## src/rtl/ram_stream_pkg.sv

```systemverilog
// Shared types and helpers for the RAM burst read engine.
package ram_stream_pkg;

  typedef enum logic [1:0] {IDLE, READ, DRAIN} state_t;

  // Smallest power of two that is >= n.
  function automatic int pow2_ceil(input int n);
    int p;
    p = 1;
    for (int i = 0; i < 31; i++) if (p < n) p = p * 2;
    return p;
  endfunction

  // Address increment that wraps at the RAM depth rather than at 2^width.
  function automatic logic [31:0] addr_inc(input logic [31:0] a, input int depth);
    return (a == 32'(depth - 1)) ? 32'd0 : a + 32'd1;
  endfunction

endpackage

```

## src/rtl/ram_stream_fifo.sv

```systemverilog
// Return buffer for RAM read data: power-of-two synchronous FIFO, head read straight
// from the storage registers so the stream side never sees RAM data combinationally.
module ram_stream_fifo #(
  parameter int W     = 33,
  parameter int DEPTH = 4
) (
  input  logic                     gclk,
  input  logic                     grst_n,
  input  logic                     push,
  input  logic [W-1:0]             push_data,
  input  logic                     pop,
  output logic [W-1:0]             head,
  output logic                     empty,
  output logic [$clog2(DEPTH):0]   count
);
  localparam int PW = $clog2(DEPTH);
  localparam int CW = PW + 1;

  logic [DEPTH-1:0][W-1:0] mem;
  logic [PW-1:0]           wr_ptr, rd_ptr;
  logic                    full, do_push, do_pop;

  assign empty   = (count == '0);
  assign full    = (count == CW'(DEPTH));
  assign do_pop  = pop & ~empty;
  // A push into a full buffer is fine when the head leaves in the same cycle.
  assign do_push = push & (~full | do_pop);
  assign head    = mem[rd_ptr];

  always_ff @(posedge gclk or negedge grst_n) begin
    if (!grst_n) begin
      mem    <= '0;
      wr_ptr <= '0;
      rd_ptr <= '0;
      count  <= '0;
    end else begin
      if (do_push) begin
        mem[wr_ptr] <= push_data;
        wr_ptr      <= wr_ptr + 1'b1;
      end
      if (do_pop) rd_ptr <= rd_ptr + 1'b1;
      case ({do_push, do_pop})
        2'b10:   count <= count + 1'b1;
        2'b01:   count <= count - 1'b1;
        default: ;
      endcase
    end
  end

  overflow_chk: assert property (@(posedge gclk) disable iff (!grst_n) !(push && full && !pop));

endmodule

```

## src/rtl/ram_stream_reader.sv

```systemverilog
// Burst read engine on a RAM port: issues back-to-back reads for (addr, len) commands
// under a credit limit and returns the words as a valid/ready stream with tlast.
module ram_stream_reader
  import ram_stream_pkg::*;
#(
  parameter int MEM_DEPTH  = 1024,
  parameter int MEM_WIDTH  = 32,
  parameter int BYTE_NUM   = 4,
  parameter int ADDR_WIDTH = $clog2(MEM_DEPTH),
  parameter int LEN_WIDTH  = 16,
  parameter int RD_LATENCY = 1,
  parameter int FIFO_DEPTH = pow2_ceil(RD_LATENCY + 2)
) (
  input  logic                  clk_i,
  input  logic                  arstn_i,
  input  logic                  cmd_valid_i,
  output logic                  cmd_ready_o,
  input  logic [ADDR_WIDTH-1:0] cmd_addr_i,
  input  logic [LEN_WIDTH-1:0]  cmd_len_i,
  output logic                  ram_en_o,
  output logic                  ram_rd_en_o,
  output logic [BYTE_NUM-1:0]   ram_wr_en_o,
  output logic [ADDR_WIDTH-1:0] ram_addr_o,
  input  logic [MEM_WIDTH-1:0]  ram_data_i,
  output logic                  m_tvalid_o,
  input  logic                  m_tready_i,
  output logic [MEM_WIDTH-1:0]  m_tdata_o,
  output logic                  m_tlast_o,
  output logic                  busy_o,
  output logic                  done_o
);
  localparam int CW = $clog2(FIFO_DEPTH) + 1;

  state_t                  state, state_nxt;
  logic                    armed, issue, cmd_fire, push, pop, fifo_empty, credit_ok;
  logic [ADDR_WIDTH-1:0]   addr;
  logic [LEN_WIDTH-1:0]    len, beat_cnt;
  logic [LEN_WIDTH:0]      issue_left;
  logic [RD_LATENCY-1:0]   vld_pipe;
  logic [CW-1:0]           inflight, fifo_cnt;
  logic [MEM_WIDTH:0]      fifo_head;

  always_comb begin
    inflight = '0;
    for (int i = 0; i < RD_LATENCY; i++) inflight = inflight + CW'(vld_pipe[i]);
  end

  // Every read in flight owns a FIFO slot, so the buffer can never overflow.
  assign credit_ok = (32'(inflight) + 32'(fifo_cnt)) < 32'(FIFO_DEPTH);

  always_comb begin
    state_nxt   = state;
    issue       = 1'b0;
    cmd_ready_o = 1'b0;
    case (state)
      IDLE: begin
        cmd_ready_o = armed;
        if (armed && cmd_valid_i) state_nxt = READ;
      end
      READ: begin
        issue = (issue_left != '0) && credit_ok;
        if (issue && issue_left == {{LEN_WIDTH{1'b0}}, 1'b1}) state_nxt = DRAIN;
      end
      DRAIN: if (pop && fifo_head[MEM_WIDTH]) state_nxt = IDLE;
      default: state_nxt = IDLE;
    endcase
  end

  assign cmd_fire = cmd_ready_o & cmd_valid_i;
  assign push     = vld_pipe[RD_LATENCY-1];
  assign pop      = ~fifo_empty & m_tready_i;

  always_ff @(posedge clk_i or negedge arstn_i) begin
    if (!arstn_i) begin
      state      <= IDLE;
      armed      <= 1'b0;
      addr       <= '0;
      len        <= '0;
      issue_left <= '0;
      beat_cnt   <= '0;
      vld_pipe   <= '0;
    end else begin
      state <= state_nxt;
      // Holds cmd_ready low until the first clock after reset release.
      armed <= 1'b1;
      if (cmd_fire) begin
        addr       <= cmd_addr_i;
        len        <= cmd_len_i;
        issue_left <= {1'b0, cmd_len_i} + 1'b1;
        beat_cnt   <= '0;
      end else begin
        if (issue) begin
          addr       <= ADDR_WIDTH'(addr_inc(32'(addr), MEM_DEPTH));
          issue_left <= issue_left - 1'b1;
        end
        if (push) beat_cnt <= beat_cnt + 1'b1;
      end
      vld_pipe[0] <= issue;
      for (int i = 1; i < RD_LATENCY; i++) vld_pipe[i] <= vld_pipe[i-1];
    end
  end

  // tlast is tagged on entry so it stays with its word regardless of stalls.
  ram_stream_fifo #(
    .W     (MEM_WIDTH + 1),
    .DEPTH (FIFO_DEPTH)
  ) u_fifo (
    .gclk      (clk_i),
    .grst_n    (arstn_i),
    .push      (push),
    .push_data ({beat_cnt == len, ram_data_i}),
    .pop       (pop),
    .head      (fifo_head),
    .empty     (fifo_empty),
    .count     (fifo_cnt)
  );

  assign m_tvalid_o  = ~fifo_empty;
  assign m_tdata_o   = fifo_head[MEM_WIDTH-1:0];
  assign m_tlast_o   = fifo_head[MEM_WIDTH];
  assign done_o      = (state == DRAIN) & pop & fifo_head[MEM_WIDTH];
  assign busy_o      = (state != IDLE);
  assign ram_rd_en_o = busy_o;
  assign ram_en_o    = issue;
  assign ram_addr_o  = addr;
  assign ram_wr_en_o = '0;

endmodule
```

## config.mk

```make
export PLATFORM = sky130hd
export DESIGN_NAME = ram_stream_reader
export DESIGN_NICKNAME = d
export VERILOG_FILES = /design/src/rtl/ram_stream_pkg.sv /design/src/rtl/ram_stream_fifo.sv /design/src/rtl/ram_stream_reader.sv
export SDC_FILE = /design/constraint.sdc
export NUM_CORES = 1
export LEC_CHECK = 0
export BUFFER_PORTS_ARGS = -buffer_cell sky130_fd_sc_hd__clkbuf_2
export CORE_AREA = 2 2 172 174
export CTS_CLUSTER_SIZE = 40
export DETAILED_ROUTE_END_ITERATION = 10
export DIE_AREA = 0 0 174 176
export SLEW_MARGIN = 40
export SYNTH_ARGS = -nofsm -noshare
export SYNTH_HDL_FRONTEND = slang
export SYNTH_HIERARCHICAL = 1
export SYNTH_SLANG_ARGS = --single-unit
```

## constraint.sdc

```tcl
create_clock -name clk_i -period 4.8 [get_ports clk_i]
set_input_delay 0 -clock clk_i [delete_from_list [all_inputs] [get_ports clk_i]]
set_output_delay 0 -clock clk_i [all_outputs]
set_load 0.02 [all_outputs]
```

# Yosys cells after proc, flatten, opt, wreduce, memory -nomap -nowiden
# Index checks and enable logic that the tools add are counted.
# classes
addsub	9
mul	0
div_mod_pow	0
magnitude_cmp	4
eq_ne	11
shift	0
n_mux	19
bitwise	9
n_reduce_logical	13
# ops
op	n
132-bit bitwise mux	1
33-bit binary-select mux with 2-bit select	1
33-bit demux with 2-bit select	1
33-bit two-way mux	2
17-bit two-way mux	2
16-bit two-way mux	2
10-bit two-way mux	3
16-bit by 1-bit adder with 17-bit output (second input constant)	1
17-bit by 1-bit == test with 1-bit output (second input constant)	1
17-bit nonzero test	1
17-bit by 1-bit subtractor with 17-bit output (second input constant)	1
16-bit by 1-bit adder with 16-bit output (second input constant)	1
16-bit == test	1
10-bit by 1-bit adder with 10-bit output (second input constant)	1
10-bit == test (second input constant)	1
2-bit nonzero test	4
1-bit AND	6
2-bit by 3-bit < comparator with 1-bit output (second input constant)	2
2-bit two-way mux	3
2-bit != test (second input constant)	3
2-bit case mux with 3 select lines	1
3-bit case mux with 2 select lines	1
1-bit logical AND	5
1-bit by 3-bit adder with 4-bit output	1
other kinds (14)	19
# totals
ff_bits	202
latch_bits	0
ram_bits	0
mem_bits_ro	0
input_bits	62
out_inout_bits	53
word_cells	79
n_memories	0

# Depth between registers and ports, before layout
# depth
depth_word	8
depth_mapped	9
mapped_depth_nobuf	8

# Modules after synthesis
# Netlist, hierarchy kept.
# modules_own_cells
module	n_inst	cells_each	area_each_um2	seq_area_each_um2
ram_stream_fifo	1	371	6223.5	3478.3
ram_stream_reader	1	417	3762.4	1576.5

# Worst setup path before layout
# Ideal clock, no wire load.
# synth_timing
kind	register to register
from	register u_fifo.count[2]
to	register u_fifo.count[1]
setup_ns	0.087
arrival_time_ns	2.498
path_slack_ns	2.215
stages_incl_launch_ff	10
n_path_buf	1
synth_period_minus_slack_ns	2.585
path_cell_list	dfrtp_1 nor3_1 nor2b_1 buf_1 nand2b_1 or2_2 fa_1 o21ba_2 o211ai_1 a22oi_1
# synth_via
elab_chain_len	8
# synth_rtl
item	line_no	source
start: declaration	ram_stream_fifo.sv:14	output logic [$clog2(DEPTH):0] count
start signal: assignment	ram_stream_fifo.sv:43	2'b10: count <= count + 1'b1;
start signal: assignment	ram_stream_fifo.sv:44	2'b01: count <= count - 1'b1;
3-bit zero test *	ram_stream_fifo.sv:23	assign empty = (count == '0);
via fifo_empty	ram_stream_reader.sv:35	logic armed, issue, cmd_fire, push, pop, fifo_empty, credit_ok;
1-bit NOT *	ram_stream_reader.sv:71	assign pop = ~fifo_empty & m_tready_i;
1-bit AND *	ram_stream_reader.sv:71	
via pop	ram_stream_reader.sv:35	
1-bit AND *	ram_stream_fifo.sv:25	assign do_pop = pop & ~empty;
1-bit bitwise OR	ram_stream_fifo.sv:27	assign do_push = push & (~full | do_pop);
1-bit AND	ram_stream_fifo.sv:27	
2-bit by 1-bit == test with 1-bit output or 2-bit == test (tied branches)	ram_stream_fifo.sv:42	case ({do_push, do_pop})
3-bit case mux with 2 select lines or 2-bit nonzero test (tied branches)	n/a	
# Mark *: on every way through the listed nets, which the timed path passes. The rest lies on a longest branch.
# A chain may end at the register's enable or synchronous reset.

# Worst setup path after layout
# layout_timing
from	register issue_left[0]
to	register addr[1], in the netlist ram_addr_o[1]
# layout_via
elab_chain_len	4
# layout_rtl
item	line_no	source
start: declaration	ram_stream_reader.sv:38	logic [LEN_WIDTH:0] issue_left;
start signal: assignment	ram_stream_reader.sv:89	issue_left <= {1'b0, cmd_len_i} + 1'b1;
start signal: assignment	ram_stream_reader.sv:94	issue_left <= issue_left - 1'b1;
17-bit nonzero test	ram_stream_reader.sv:61	issue = (issue_left != '0) && credit_ok;
1-bit logical AND	ram_stream_reader.sv:61	
1-bit two-way mux	ram_stream_reader.sv:55	case (state)
2-bit nonzero test (no line)	n/a	
end signal: assignment	ram_stream_reader.sv:87	addr <= cmd_addr_i;
end signal: assignment	ram_stream_reader.sv:93	addr <= ADDR_WIDTH'(addr_inc(32'(addr), MEM_DEPTH));
end: declaration	ram_stream_reader.sv:36	logic [ADDR_WIDTH-1:0] addr;
# Every way passes these cells.

==> impl_metrics.env <==
export IMPL_htree_levels=1
export IMPL_grt_pass1_wl_mm=37.9
export IMPL_dr_pass1_iters=4
export IMPL_n_antenna_cell=0
export IMPL_clockRootBuffer="clkbuf_16"
export IMPL_syn_area_per_cell_um2=12.7
export IMPL_dieArea_um2=30600
export IMPL_critPathCaptureType="register"
export IMPL_grt_pass1_vias=7061
export IMPL_grt_overflow=0
export IMPL_synthFlopType="dfrtp_1"
export IMPL_timing_final_hold_violations=0
export IMPL_ant_nets=0
export IMPL_grt_antenna_before_repair=0
export IMPL_fin_ws_ps=1750
export IMPL_drt_iter0_drc=291
export IMPL_fin_skew_ps=16.6
export IMPL_vias_per_cell=4.99
export IMPL_routed_wl_mm=22.7
export IMPL_regArea_um2=5060
export IMPL_period_share_pct=63.5
export IMPL_place_congestion=0.761
export IMPL_ios=115
export IMPL_fp_row_count=62
export IMPL_maxSlewViolCount=0
export IMPL_core_um2=28500
export IMPL_clk_latency_ps=520
export IMPL_cts_tree="built"
export IMPL_synth_warning_count=6
export IMPL_synth_most_common_cell="dfrtp_1"
export IMPL_synth_largest_area_cell="dfrtp_1"
export IMPL_initial_core_util_pct=35.0
export IMPL_synth_seq_cells=202
export IMPL_cts_buffers=23
export IMPL_cts_sinks=202
export IMPL_synth_compound_gate_area_share_pct=4.32
export IMPL_critical_path_required_ps=5240
export IMPL_fp_dieH_um=176
export IMPL_drc_errors=0
export IMPL_hpwl_mm=15.0
export IMPL_post_cts_buffers=0
export IMPL_cts_buffer_depth=3
export IMPL_ys_seq_area_share_pct=50.6
export IMPL_cp_top_family="buffers and inverters"
export IMPL_clock_fmax_mhz=328
export IMPL_setup_violations=0
export IMPL_critPathLaunchType="register"
export IMPL_async_reset_ff_share_pct=100
export IMPL_worst_slew_pin_slew_ps=704
export IMPL_area_growth_pct=24.2
export IMPL_synth_area_um2=9990
export IMPL_synth_xor_area_share_pct=4.91
export IMPL_tns_ps=0
export IMPL_cp_num_buf_inv=3
export IMPL_rsz0062_at_grt="false"
export IMPL_p_leak_nw=5.21
export IMPL_pre_cts_slack_ps=1670
export IMPL_outcome="finished, final reports clean"
export IMPL_path_cells="inv_1 > ha_1 > nor4b_4 > nand3_1 > o21ai_2 > inv_2 > o22ai_1 > dlygate4sd3_1"
export IMPL_synth_edf_count=0
export IMPL_num_fill_cells=2743
export IMPL_drive_gt1_share_pct=35.9
export IMPL_die_w_um=174
export IMPL_synth_fa_ha_area_share_pct=1.45
export IMPL_nets=1038
export IMPL_period_minus_slack_ps=3050
export IMPL_synthDominantCellAreaShare_pct=50.6
export IMPL_synthMuxAreaShare_pct=23.0
export IMPL_ctsResizeCount=0
export IMPL_synth_cells=788
export IMPL_synthTopCellsByCount="202 x dfrtp_1, 134 x mux2_2, 72 x nand2_1"
export IMPL_slowest_stage="o21ai_2"
export IMPL_synth_simple_gate_area_share_pct=12.5
export IMPL_vias=6823
export IMPL_wl_per_cell_um=16.6
export IMPL_grt_use_total_pct=15.2
export IMPL_cpPeakStageDelay_ps=580
export IMPL_multi_input_area_um2=4650
export IMPL_hp_class="input port to register"
export IMPL_yosys_cell_types_count=69
export IMPL_critPathKind="register to register"
export IMPL_ctsHoldBuffers=69
export IMPL_io_buffers=110
export IMPL_arrival_ps=3490
export IMPL_ir_worst_vdd_uv=343
export IMPL_p_per_area_nw_per_um2=656
export IMPL_synthTopCellsByArea="dfrtp_1 51%, mux2_2 15%, mux4_2 7.4%"
export IMPL_slew_headroom_pct=53.1
export IMPL_crit_fanout=13
export IMPL_synth_top_family_by_area="multiplexers"
export IMPL_clkTransAtPathRegs_ps=60
export IMPL_grt_max_degree=116
export IMPL_cap_violations=0
cell type report:
type | instances | area share [%]
sequential | 202 | 40.8
multi-input combinational | 536 | 37.5
timing repair buffer | 191 | 11.2
clock buffer | 35 | 5.73
tap | 384 | 3.87
clock inverter | 7 | 0.515
inverter | 11 | 0.333
flip-flops by register name, summed over array words and instances (netlist names):
| register | cells |
|---|---|
| armed | 1 |
| beat_cnt | 16 |
| issue_left | 17 |
| len | 16 |
| push | 1 |
| ram_addr_o | 10 |
| state | 2 |
| u_fifo/count | 3 |
| u_fifo/mem | 132 |
| u_fifo/rd_ptr | 2 |
| u_fifo/wr_ptr | 2 |
worst reg2reg max path, stage by stage, from the launching register on:
cell	delay, ps
dfrtp_1	460
inv_1	120
ha_1	190
nor4b_4	350
nand3_1	270
o21ai_2	580
inv_2	260
o22ai_1	210
dlygate4sd3_1	560
cell families (layout without fill, tap and decap cells):
logic type / Yosys count / after routing
and+or+nand+nor: 231 / 231
AOI/OAI and AO/OA: 62 / 62
DFF: 202 / 202
muxes: 171 / 171
other: 2 / 5
adders and majority gates: 11 / 11
xor gates and xnor gates: 56 / 56
buffers and inverters: 53 / 244
stage by stage:
stage	std cells	instance area [um^2]	total power [mW]	utilization [%]	hold WS, ps
after detailed placement	1253	10900	6.38	38.1	105
after floorplan	791	10000	5.45	-	-296
after CTS	1364	12400	8.26	43.3	121
after global routing	1366	12400	8.69	43.4	81.8
after global placement	1252	10900	6.26	38.1	106
final	1366	12400	8.14	43.4	61.2
placed cells by master, fill, tap and decap left out, types with 7 or more instances in the layout:
| cell | instances |
|---|---|
| xor2_1 | 23 |
| clkbuf_2 | 109 |
| nand2_1 | 71 |
| mux4_2 | 33 |
| dlygate4sd3_1 | 70 |
| nand3_1 | 23 |
| clkbuf_16 | 23 |
| inv_1 | 10 |
| a21oi_1 | 11 |
| dfrtp_1 | 201 |
| nand4_1 | 12 |
| buf_4 | 8 |
| mux2_2 | 134 |
| and3_1 | 12 |
| nor3_1 | 10 |
| o211ai_1 | 7 |
| nor2_1 | 47 |
| clkbuf_8 | 10 |
| nor4_1 | 8 |
| a211oi_1 | 7 |
| a31oi_1 | 7 |
| xnor2_1 | 33 |
| ha_1 | 10 |
per-layer routing:
metal  part of all wire, %  GRT usage [%]
met1                    45           20.4
met2                    49           26.1
met3                   4.1           2.22
met4                   2.2           3.64
met5                     0              0
path summary, 6_finish.rpt:
kind                               endpoint  slack [ps]           from  cells after the start
setup / recovery              ram_addr_o[1]        1750  issue_left[0]                      8
hold / removal             u_fifo/rd_ptr[0]          60     m_tready_i                      4
setup reg to reg              ram_addr_o[1]        1750  issue_left[0]                      8
hold reg to reg                     len[15]         490        len[15]                      2
max in group asynchronous  u_fifo/rd_ptr[0]        3450        arstn_i                      4
min in group asynchronous    u_fifo/mem[47]         450        arstn_i                      3
where the power goes:
part / internal [mW] / switching, mW / leakage (nW) / total (mW)
sequential: 2.43 / 0.561 / 2.42 / 2.99
clock: 1.07 / 0.697 / 0.390 / 1.77
combinational: 1.75 / 1.63 / 2.40 / 3.38
total: 5.26 / 2.88 / 5.21 / 8.14
No activity file was read; power rests on OpenSTA's default activity.
